===== src/rtl/ddr_rd_arbiter_pkg.sv =====
// ddr_rd_arbiter_pkg
// Shared definitions for the DDR read-master arbiter: FSM state encoding,
// burst geometry and grant-select encoding.
package ddr_rd_arbiter_pkg;

    typedef enum logic [1:0] {
        ST_ARB  = 2'd0,
        ST_LOAD = 2'd1,
        ST_NEXT = 2'd2
    } arb_state_e;

    // One burst = 16 beats x 64 bit.
    localparam int DEF_BYTES_PER_BURST = 128;

    // Burst counts are converted to byte offsets by shifting, so the burst
    // size must be a power of two.
    function automatic int burst_shift(input int bytes_per_burst);
        return $clog2(bytes_per_burst);
    endfunction

    localparam int BURST_SHIFT = burst_shift(DEF_BYTES_PER_BURST);

    localparam logic SEL_WEI = 1'b0;
    localparam logic SEL_FTM = 1'b1;

endpackage


===== src/rtl/ddr_rd_arbiter_if.sv =====
// ddr_rd_arbiter_if
// Handshake to the single DDR AXI read master.
//   RSTART_REG  : start level, held until the master reports END
//   RADDR_REG   : chunk start byte address
//   RNBURST_REG : chunk burst count
//   RDONE_REG   : END level from the read master
// Modports: master = arbiter side, slave = read-master side.
interface ddr_rd_arbiter_if;
    logic        RSTART_REG;
    logic [31:0] RADDR_REG;
    logic [31:0] RNBURST_REG;
    logic        RDONE_REG;

    modport master (
        output RSTART_REG,
        output RADDR_REG,
        output RNBURST_REG,
        input  RDONE_REG
    );

    modport slave (
        input  RSTART_REG,
        input  RADDR_REG,
        input  RNBURST_REG,
        output RDONE_REG
    );
endinterface


===== src/rtl/ddr_rd_arbiter_ctx.sv =====
// ddr_rd_ctx
// One requester context: accepts a request, tracks the next byte address
// and the remaining bursts, offers the next chunk size min(UNIT, rem) and
// pulses done when the request is exhausted.
// Ports:
//   clk, rstn                  clock / async active-low reset
//   req_valid/req_ready        request handshake (ready = context free)
//   req_addr, req_nburst       request start address and total bursts
//   chunk_end                  arbiter saw END for a chunk of this context
//   active, addr, cn           context state and next chunk size
//   done                       one-cycle pulse, request finished
module ddr_rd_ctx #(
    parameter int UNIT       = 32,
    parameter int ADDR_WIDTH = 32,
    parameter int NB_WIDTH   = 18,
    parameter int SHIFT      = 7
) (
    input  logic                  clk,
    input  logic                  rstn,
    input  logic                  req_valid,
    output logic                  req_ready,
    input  logic [ADDR_WIDTH-1:0] req_addr,
    input  logic [NB_WIDTH-1:0]   req_nburst,
    input  logic                  chunk_end,
    output logic                  active,
    output logic [ADDR_WIDTH-1:0] addr,
    output logic [NB_WIDTH-1:0]   cn,
    output logic                  done
);

    localparam logic [NB_WIDTH-1:0] UNIT_NB = NB_WIDTH'(UNIT);

    logic                  active_q, active_d;
    logic [ADDR_WIDTH-1:0] addr_q, addr_d;
    logic [NB_WIDTH-1:0]   rem_q, rem_d;
    logic                  fin_q, fin_d;
    logic                  done_q, done_d;
    logic [NB_WIDTH-1:0]   cn_w;
    logic                  accept;
    logic                  last;

    assign cn_w   = (rem_q > UNIT_NB) ? UNIT_NB : rem_q;
    assign last   = (rem_q == cn_w);
    assign accept = req_valid & ~active_q;

    // done is registered on the END edge so it is visible during the
    // arbiter's first NEXT cycle; the context itself is advanced at the
    // end of that cycle (fin_q), before the arbiter returns to ARB.
    always_comb begin
        active_d = active_q;
        addr_d   = addr_q;
        rem_d    = rem_q;
        fin_d    = chunk_end;
        done_d   = chunk_end & last;
        if (accept) begin
            addr_d   = req_addr;
            rem_d    = req_nburst;
            active_d = (req_nburst != '0);
            if (req_nburst == '0) begin
                done_d = 1'b1;
            end
        end
        if (fin_q) begin
            addr_d = addr_q + (ADDR_WIDTH'(cn_w) << SHIFT);
            rem_d  = rem_q - cn_w;
            if (rem_d == '0) begin
                active_d = 1'b0;
            end
        end
    end

    always_ff @(posedge clk or negedge rstn) begin
        if (!rstn) begin
            active_q <= 1'b0;
            addr_q   <= '0;
            rem_q    <= '0;
            fin_q    <= 1'b0;
            done_q   <= 1'b0;
        end else begin
            active_q <= active_d;
            addr_q   <= addr_d;
            rem_q    <= rem_d;
            fin_q    <= fin_d;
            done_q   <= done_d;
        end
    end

    assign req_ready = ~active_q;
    assign active    = active_q;
    assign addr      = addr_q;
    assign cn        = cn_w;
    assign done      = done_q;

endmodule


===== src/rtl/ddr_rd_arbiter.sv =====
// ddr_rd_arbiter
// Shares the DDR read master between the weight loader (wei) and the
// feature-map loader (ftm). Requests are cut into unit-sized chunks and
// arbitration is redone after every chunk; a requester whose destination
// buffer is full is skipped. gnt_sel/gnt_valid steer returning beats.
// Ports:
//   clk, rstn                          clock / async active-low reset
//   wei_req_*, ftm_req_*               request handshakes
//   wb_full, fb_full                   destination buffer full
//   wei_done, ftm_done                 request-finished pulses
//   ddr                                read-master handshake (master modport)
//   gnt_valid, gnt_sel                 chunk in flight / owner (0 wei, 1 ftm)
//   busy                               any context active or FSM not idle
// Build option: DDR_ARB_WEI_PRIO_EN -- fixed priority to wei instead of
// round-robin when both requesters are eligible.
//
// state | meaning
// ARB   | pick an eligible requester, latch its chunk
// LOAD  | RSTART_REG high, address/count held, wait for RDONE_REG
// NEXT  | start dropped, context advanced, wait for RDONE_REG low
module ddr_rd_arbiter
    import ddr_rd_arbiter_pkg::*;
#(
    parameter int UNIT_BURSTS_WEI = 32,
    parameter int UNIT_BURSTS_FTM = 1024,
    parameter int BYTES_PER_BURST = ddr_rd_arbiter_pkg::DEF_BYTES_PER_BURST,
    parameter int ADDR_WIDTH      = 32,
    parameter int NB_WIDTH        = 18
) (
    input  logic                  clk,
    input  logic                  rstn,
    input  logic                  wei_req_valid,
    output logic                  wei_req_ready,
    input  logic [ADDR_WIDTH-1:0] wei_req_addr,
    input  logic [NB_WIDTH-1:0]   wei_req_nburst,
    input  logic                  ftm_req_valid,
    output logic                  ftm_req_ready,
    input  logic [ADDR_WIDTH-1:0] ftm_req_addr,
    input  logic [NB_WIDTH-1:0]   ftm_req_nburst,
    input  logic                  wb_full,
    input  logic                  fb_full,
    output logic                  wei_done,
    output logic                  ftm_done,
    ddr_rd_arbiter_if.master      ddr,
    output logic                  gnt_valid,
    output logic                  gnt_sel,
    output logic                  busy
);

    localparam int SHIFT = burst_shift(BYTES_PER_BURST);

    logic                  w_active, f_active;
    logic [ADDR_WIDTH-1:0] w_addr, f_addr;
    logic [NB_WIDTH-1:0]   w_cn, f_cn;
    logic                  elig_w, elig_f;
    logic                  pick_ftm;
    logic                  chunk_end;

    arb_state_e            state_q, state_d;
    logic                  sel_q, sel_d;
    logic [ADDR_WIDTH-1:0] caddr_q, caddr_d;
    logic [NB_WIDTH-1:0]   cn_q, cn_d;
    logic                  rstart_q, rstart_d;
    logic                  gnt_valid_q, gnt_valid_d;

    assign chunk_end = (state_q == ST_LOAD) & ddr.RDONE_REG;

    ddr_rd_ctx #(
        .UNIT       (UNIT_BURSTS_WEI),
        .ADDR_WIDTH (ADDR_WIDTH),
        .NB_WIDTH   (NB_WIDTH),
        .SHIFT      (SHIFT)
    ) u_ctx_wei (
        .clk        (clk),
        .rstn       (rstn),
        .req_valid  (wei_req_valid),
        .req_ready  (wei_req_ready),
        .req_addr   (wei_req_addr),
        .req_nburst (wei_req_nburst),
        .chunk_end  (chunk_end & (sel_q == SEL_WEI)),
        .active     (w_active),
        .addr       (w_addr),
        .cn         (w_cn),
        .done       (wei_done)
    );

    ddr_rd_ctx #(
        .UNIT       (UNIT_BURSTS_FTM),
        .ADDR_WIDTH (ADDR_WIDTH),
        .NB_WIDTH   (NB_WIDTH),
        .SHIFT      (SHIFT)
    ) u_ctx_ftm (
        .clk        (clk),
        .rstn       (rstn),
        .req_valid  (ftm_req_valid),
        .req_ready  (ftm_req_ready),
        .req_addr   (ftm_req_addr),
        .req_nburst (ftm_req_nburst),
        .chunk_end  (chunk_end & (sel_q == SEL_FTM)),
        .active     (f_active),
        .addr       (f_addr),
        .cn         (f_cn),
        .done       (ftm_done)
    );

    // Buffer-full only matters at the arbitration point; a chunk already
    // in LOAD runs to completion.
    assign elig_w = w_active & ~wb_full;
    assign elig_f = f_active & ~fb_full;

`ifdef DDR_ARB_WEI_PRIO_EN
    assign pick_ftm = elig_f & ~elig_w;
`else
    // rr_q holds the last granted requester; on a tie the other one wins.
    // Reset value ftm makes wei win the first tie.
    logic rr_q, rr_d;

    assign rr_d     = chunk_end ? sel_q : rr_q;
    assign pick_ftm = elig_f & (~elig_w | (rr_q == SEL_WEI));

    always_ff @(posedge clk or negedge rstn) begin
        if (!rstn) begin
            rr_q <= SEL_FTM;
        end else begin
            rr_q <= rr_d;
        end
    end
`endif

    always_comb begin
        state_d     = state_q;
        sel_d       = sel_q;
        caddr_d     = caddr_q;
        cn_d        = cn_q;
        rstart_d    = rstart_q;
        gnt_valid_d = gnt_valid_q;
        case (state_q)
            ST_ARB: begin
                if (elig_w | elig_f) begin
                    sel_d       = pick_ftm ? SEL_FTM : SEL_WEI;
                    caddr_d     = pick_ftm ? f_addr : w_addr;
                    cn_d        = pick_ftm ? f_cn : w_cn;
                    rstart_d    = 1'b1;
                    gnt_valid_d = 1'b1;
                    state_d     = ST_LOAD;
                end
            end
            ST_LOAD: begin
                if (ddr.RDONE_REG) begin
                    rstart_d    = 1'b0;
                    gnt_valid_d = 1'b0;
                    state_d     = ST_NEXT;
                end
            end
            ST_NEXT: begin
                if (!ddr.RDONE_REG) begin
                    state_d = ST_ARB;
                end
            end
            default: begin
                rstart_d    = 1'b0;
                gnt_valid_d = 1'b0;
                state_d     = ST_ARB;
            end
        endcase
    end

    always_ff @(posedge clk or negedge rstn) begin
        if (!rstn) begin
            state_q     <= ST_ARB;
            sel_q       <= SEL_WEI;
            caddr_q     <= '0;
            cn_q        <= '0;
            rstart_q    <= 1'b0;
            gnt_valid_q <= 1'b0;
        end else begin
            state_q     <= state_d;
            sel_q       <= sel_d;
            caddr_q     <= caddr_d;
            cn_q        <= cn_d;
            rstart_q    <= rstart_d;
            gnt_valid_q <= gnt_valid_d;
        end
    end

    assign ddr.RSTART_REG  = rstart_q;
    assign ddr.RADDR_REG   = 32'(caddr_q);
    assign ddr.RNBURST_REG = 32'(cn_q);
    assign gnt_valid       = gnt_valid_q;
    assign gnt_sel         = sel_q;
    assign busy            = w_active | f_active | (state_q != ST_ARB);

endmodule


===== src/flat_wrapper.sv =====
// flat-port wrapper written by rule: the top's interface ports become plain ports
module ddr_rd_arbiter_flat import ddr_rd_arbiter_pkg::*;
#(
    parameter int UNIT_BURSTS_WEI = 32,
    parameter int UNIT_BURSTS_FTM = 1024,
    parameter int BYTES_PER_BURST = ddr_rd_arbiter_pkg::DEF_BYTES_PER_BURST,
    parameter int ADDR_WIDTH      = 32,
    parameter int NB_WIDTH        = 18
)
  (clk, rstn, wei_req_valid, wei_req_ready, wei_req_addr, wei_req_nburst, ftm_req_valid, ftm_req_ready, ftm_req_addr, ftm_req_nburst, wb_full, fb_full, wei_done, ftm_done, gnt_valid, gnt_sel, busy, ddr_RSTART_REG, ddr_RADDR_REG, ddr_RNBURST_REG, ddr_RDONE_REG);
  ddr_rd_arbiter_if ddr_i ();
  input  logic clk;
  input  logic rstn;
  input  logic wei_req_valid;
  output logic wei_req_ready;
  input  logic [ADDR_WIDTH-1:0] wei_req_addr;
  input  logic [NB_WIDTH-1:0] wei_req_nburst;
  input  logic ftm_req_valid;
  output logic ftm_req_ready;
  input  logic [ADDR_WIDTH-1:0] ftm_req_addr;
  input  logic [NB_WIDTH-1:0] ftm_req_nburst;
  input  logic wb_full;
  input  logic fb_full;
  output logic wei_done;
  output logic ftm_done;
  output logic gnt_valid;
  output logic gnt_sel;
  output logic busy;
  output wire logic [$bits(ddr_i.RSTART_REG)-1:0] ddr_RSTART_REG;
  output wire logic [$bits(ddr_i.RADDR_REG)-1:0] ddr_RADDR_REG;
  output wire logic [$bits(ddr_i.RNBURST_REG)-1:0] ddr_RNBURST_REG;
  input wire logic [$bits(ddr_i.RDONE_REG)-1:0] ddr_RDONE_REG;
  assign ddr_RSTART_REG = ddr_i.RSTART_REG;
  assign ddr_RADDR_REG = ddr_i.RADDR_REG;
  assign ddr_RNBURST_REG = ddr_i.RNBURST_REG;
  assign ddr_i.RDONE_REG = ddr_RDONE_REG;
  ddr_rd_arbiter #(.UNIT_BURSTS_WEI(UNIT_BURSTS_WEI), .UNIT_BURSTS_FTM(UNIT_BURSTS_FTM), .BYTES_PER_BURST(BYTES_PER_BURST), .ADDR_WIDTH(ADDR_WIDTH), .NB_WIDTH(NB_WIDTH)) u_core (.clk(clk), .rstn(rstn), .wei_req_valid(wei_req_valid), .wei_req_ready(wei_req_ready), .wei_req_addr(wei_req_addr), .wei_req_nburst(wei_req_nburst), .ftm_req_valid(ftm_req_valid), .ftm_req_ready(ftm_req_ready), .ftm_req_addr(ftm_req_addr), .ftm_req_nburst(ftm_req_nburst), .wb_full(wb_full), .fb_full(fb_full), .wei_done(wei_done), .ftm_done(ftm_done), .ddr(ddr_i), .gnt_valid(gnt_valid), .gnt_sel(gnt_sel), .busy(busy));
endmodule

===== config.mk =====
export PLATFORM = sky130hd
export DESIGN_NAME = ddr_rd_arbiter_flat
export DESIGN_NICKNAME = d
export VERILOG_FILES = /design/src/rtl/ddr_rd_arbiter_pkg.sv /design/src/rtl/ddr_rd_arbiter_if.sv /design/src/rtl/ddr_rd_arbiter_ctx.sv /design/src/rtl/ddr_rd_arbiter.sv /design/src/flat_wrapper.sv
export SDC_FILE = /design/constraint.sdc
export NUM_CORES = 1
export LEC_CHECK = 0
export ABC_AREA = 1
export BUFFER_PORTS_ARGS = -buffer_cell sky130_fd_sc_hd__clkbuf_2
export CORE_MARGIN = 4
export CORE_UTILIZATION = 59
export CTS_BUF_LIST = sky130_fd_sc_hd__clkbuf_2
export DETAILED_ROUTE_END_ITERATION = 10
export GPL_TIMING_DRIVEN = 1
export PLACE_DENSITY = 0.83
export SLEW_MARGIN = 25
export SYNTH_ARGS = -nofsm -noshare
export SYNTH_HDL_FRONTEND = slang
export SYNTH_SLANG_ARGS = --single-unit

===== constraint.sdc =====
create_clock -name clk -period 3.8 [get_ports clk]
set_input_delay 0.38 -clock clk [delete_from_list [all_inputs] [get_ports clk]]
set_output_delay 0.38 -clock clk [all_outputs]
set_load 0.02 [all_outputs]

==> flow_summary.yaml <==
floorplan:
  die_w_um: 140
  start_util: 0.610
  core_area_um2: 16800
  die_y_um: 140
  rows: 47
  io_pins: 179
  die_area_um2: 19500
power:
  powerDensity_nw_per_um2: 696
  ir_drop_mv: 0.357
  leakage_nw: 6.27
  total_power_mw: 8.83
clock_tree:
  cts_tree: "done"
  clk_latency_ps: 800
  h-tree-depth: 4
  clkTransAtPathRegs_ps: 270
  numClockSinks: 161
  root_buffer: "clkbuf_2"
  cts_buffer_depth: 2
  cts_buffers: 17
yosys:
  yosys.area.top_type: "dfrtp_1"
  ys.flop_type: "dfrtp_1"
  netlist_area_um2: 10200
  ys_ff_latch: 161
  postSynthAreaPerCell_um2: 7.47
  yosysSeqAreaShare: 0.394
  netlist_instances: 1369
  yosysTopAreaCellShare: 0.392
  synth.distinct_cells: 56
  synthTopCellsByArea: "dfrtp_1 (39%), nand2_1 (13%), inv_1 (6.4%)"
  yosysMostFrequentCell: "nand2_1"
  ys_top_cells_by_count: "nand2_1 (343), inv_1 (175), dfrtp_1 (160)"
  synth_edf_count: 0
  yosysWarnings: 0
  synth-async-reset-ratio: 1.00
critical_path:
  crit_type: "flop to flop"
  cp.arrival_ps: 4100
  r2r-start: "u_core.u_ctx_ftm.rem_q[9]$_DFFE_PN0P_"
  worstPathCellList: "nor2_1 > nand2_1 > o21bai_1 > nand2_4 > nor2_1 > ha_1 > inv_1 > fa_1 > inv_1 > nand2_1 > nand2_1 > nand2_1 > nand2_1 > a21boi_0 > o21ai_0 > a21oi_1 > o21ai_0 > a21oi_1 > o21ai_0 > nand3_1"
  max_stage_delay_ps: 500
  worst_setup_path_start_kind: "flop"
  r2r_setup_slack_ps: 410
  crit_fanout: 18
  crit_buf_inv: 2
  reg2reg_to: "u_core.u_ctx_ftm.addr[21]$_DFFE_PN0P_"
  crit_top_cell: "nand2_1"
  crit_path_top_delay_cell: "dfrtp_1"
  cp.required_ps: 4510
  cp-end-kind: "flop"
  crit_family: "compound AO/OA/AOI/OAI gates"
  reg2reg_depth: 20
sta:
  rsz0062_at_grt: "no"
  min_period_over_period: 0.891
  finalHoldViolCount: 0
  finalCriticalPeriod_ps: 3390
  setup_tns_ps: 0
  finClkSkew_ps: 45.3
  slew_viol_final: 0
  slew_headroom: 0.347
  tightestPinTransition_ps: 979
  clock.fmax_mhz: 295
  timing.hold.ws_ps: 145
  finalSetupViolCount: 0
global_route:
  antenna_found_initial: 0
  grt_first_pass_wirelength_um: 53300
  grt_use_total: 0.338
  grt_overflow: 0
  grt_pass1_vias: 10492
  grt_max_degree: 99
finish:
  drive_gt1_frac: 0.148
  layout.nets: 1792
  final_area_um2: 12700
  fin_util: 0.757
  seq_area_um2: 4030
  num_antenna_cells: 0
  multi_input_area_um2: 5350
  fillers: 1264
  area_growth_syn_to_layout_pct: 24.0
routing:
  wire_per_inst_um: 18.0
  vias_per_cell: 5.86
  drc: 0
  vias: 11003
  wirelength_um: 33700
  dr.pass1.iters: 5
  ant_nets: 0
  drt_iter0_drc: 1178
run_status:
  status: "finished, final reports clean"
place:
  dp_hpwl_um: 23500
  place_congestion: 0.964
  place_area_um2: 11300
  numPortBuffers: 164
worst_hold_path:
  worstHoldPathType: "input port to flop"
  whs_endpoint: "u_core.ddr.RADDR_REG[7]$_DFFE_PN0P_"
  hold_depth: 5
  hp-start: "fb_full"
run:
  drv_cap: 0
[cell usage in the layout, fill, tap and decap left out, types with 6 or more instances in the layout]
cell / n
nand2_1: 343
clkbuf_2: 183
inv_1: 175
dfrtp_1: 160
nor2_1: 104
dlygate4sd3_1: 104
o21ai_0: 80
nand3_1: 73
a21oi_1: 69
o211ai_1: 53
o221ai_1: 49
ha_1: 38
conb_1: 35
nand4_1: 23
nor3_1: 17
buf_4: 13
nor4_1: 10
nand2_2: 8
o21ai_1: 8
xor2_1: 8
o21bai_1: 7
inv_2: 7
a31oi_1: 7
clkinv_1: 6
bufinv_16: 6
[tightest hold or removal path, stage by stage]
cell	delay, ps
clkbuf_2	90
a211o_1	130
nor2_2	140
nand2_1	110
nand3_1	70
[metal layers]
metal	track usage	up-vias	wire length, µm
li1	-	5153	-
met1	0.453	5109	13700
met2	0.556	632	15900
met3	0.0532	109	2820
met4	0.132	0	1240
met5	0	-	0
[cell type report]
| type | count | area share |
|---|---|---|
| Clock inverter | 12 | 0.0171 |
| Timing Repair Buffer | 283 | 0.159 |
| Clock buffer | 20 | 0.00789 |
| Multi-Input combinational cell | 996 | 0.422 |
| Tap cell | 220 | 0.0217 |
| Sequential cell | 161 | 0.318 |
| Inverter | 186 | 0.0551 |
[where the power goes]
| group | internal (mW) | switching [mW] |
|---|---|---|
| Clock | 0.567 | 0.646 |
| Sequential | 2.35 | 0.552 |
| Combinational | 1.62 | 3.10 |
| Total | 4.53 | 4.30 |
[registers in the layout, summed over array words and instances (netlist names), 2 cells and up]
| register | cells |
|---|---|
| u_core.u_ctx_wei.rem_q | 18 |
| u_core.u_ctx_ftm.addr | 32 |
| u_core.cn_q | 18 |
| u_core.ddr.RADDR_REG | 32 |
| u_core.u_ctx_ftm.rem_q | 18 |
| u_core.state_q | 2 |
| u_core.u_ctx_wei.addr | 32 |
[how the worst max path moves through the flow]
| stage | slack (ps) | to | startpoint | depth (start not counted) |
|---|---|---|---|---|
| after floorplan | 500 | u_core.u_ctx_ftm.addr[21]$_DFFE_PN0P_ | u_core.u_ctx_ftm.rem_q[14]$_DFFE_PN0P_ | 22 |
| after global placement | 520 | u_core.u_ctx_ftm.addr[21]$_DFFE_PN0P_ | u_core.u_ctx_ftm.rem_q[14]$_DFFE_PN0P_ | 20 |
| after detailed placement | 400 | u_core.u_ctx_ftm.addr[21]$_DFFE_PN0P_ | u_core.u_ctx_ftm.rem_q[14]$_DFFE_PN0P_ | 20 |
| after CTS | 400 | u_core.u_ctx_ftm.addr[21]$_DFFE_PN0P_ | u_core.u_ctx_ftm.rem_q[14]$_DFFE_PN0P_ | 20 |
| after global routing | 110 | u_core.u_ctx_ftm.addr[21]$_DFFE_PN0P_ | u_core.u_ctx_ftm.rem_q[14]$_DFFE_PN0P_ | 20 |
| final | 410 | u_core.u_ctx_ftm.addr[21]$_DFFE_PN0P_ | u_core.u_ctx_ftm.rem_q[9]$_DFFE_PN0P_ | 20 |
[stage by stage]
stage	std cells	setup WS [ps]
final	1878	413
after global routing	1878	105
after CTS	1877	396
after detailed placement	1741	399
after global placement	1741	517
after floorplan	1402	496
[cell families after synthesis]
logic type | Yosys count | share of synthesized area
buf+inv | 245 | 0.0970
compound gates | 304 | 0.192
xor+xnor | 11 | 0.00942
simple gates | 606 | 0.256
other cells | 2 | 0.000734
fa+ha+maj | 40 | 0.0504
flops | 161 | 0.394
[timing repair]
| action | 4_1_cts | 5_1_grt |
|---|---|---|
| hold buffers | 104 | 0 |
| setup buffers | 0 | 0 |
| gates resized for setup | 0 | 2 |
| hold endpoints to repair | 203 | 0 |
| endpoints found under the setup margin | 0 | 2 |
Power figures use the tool's default switching activity.
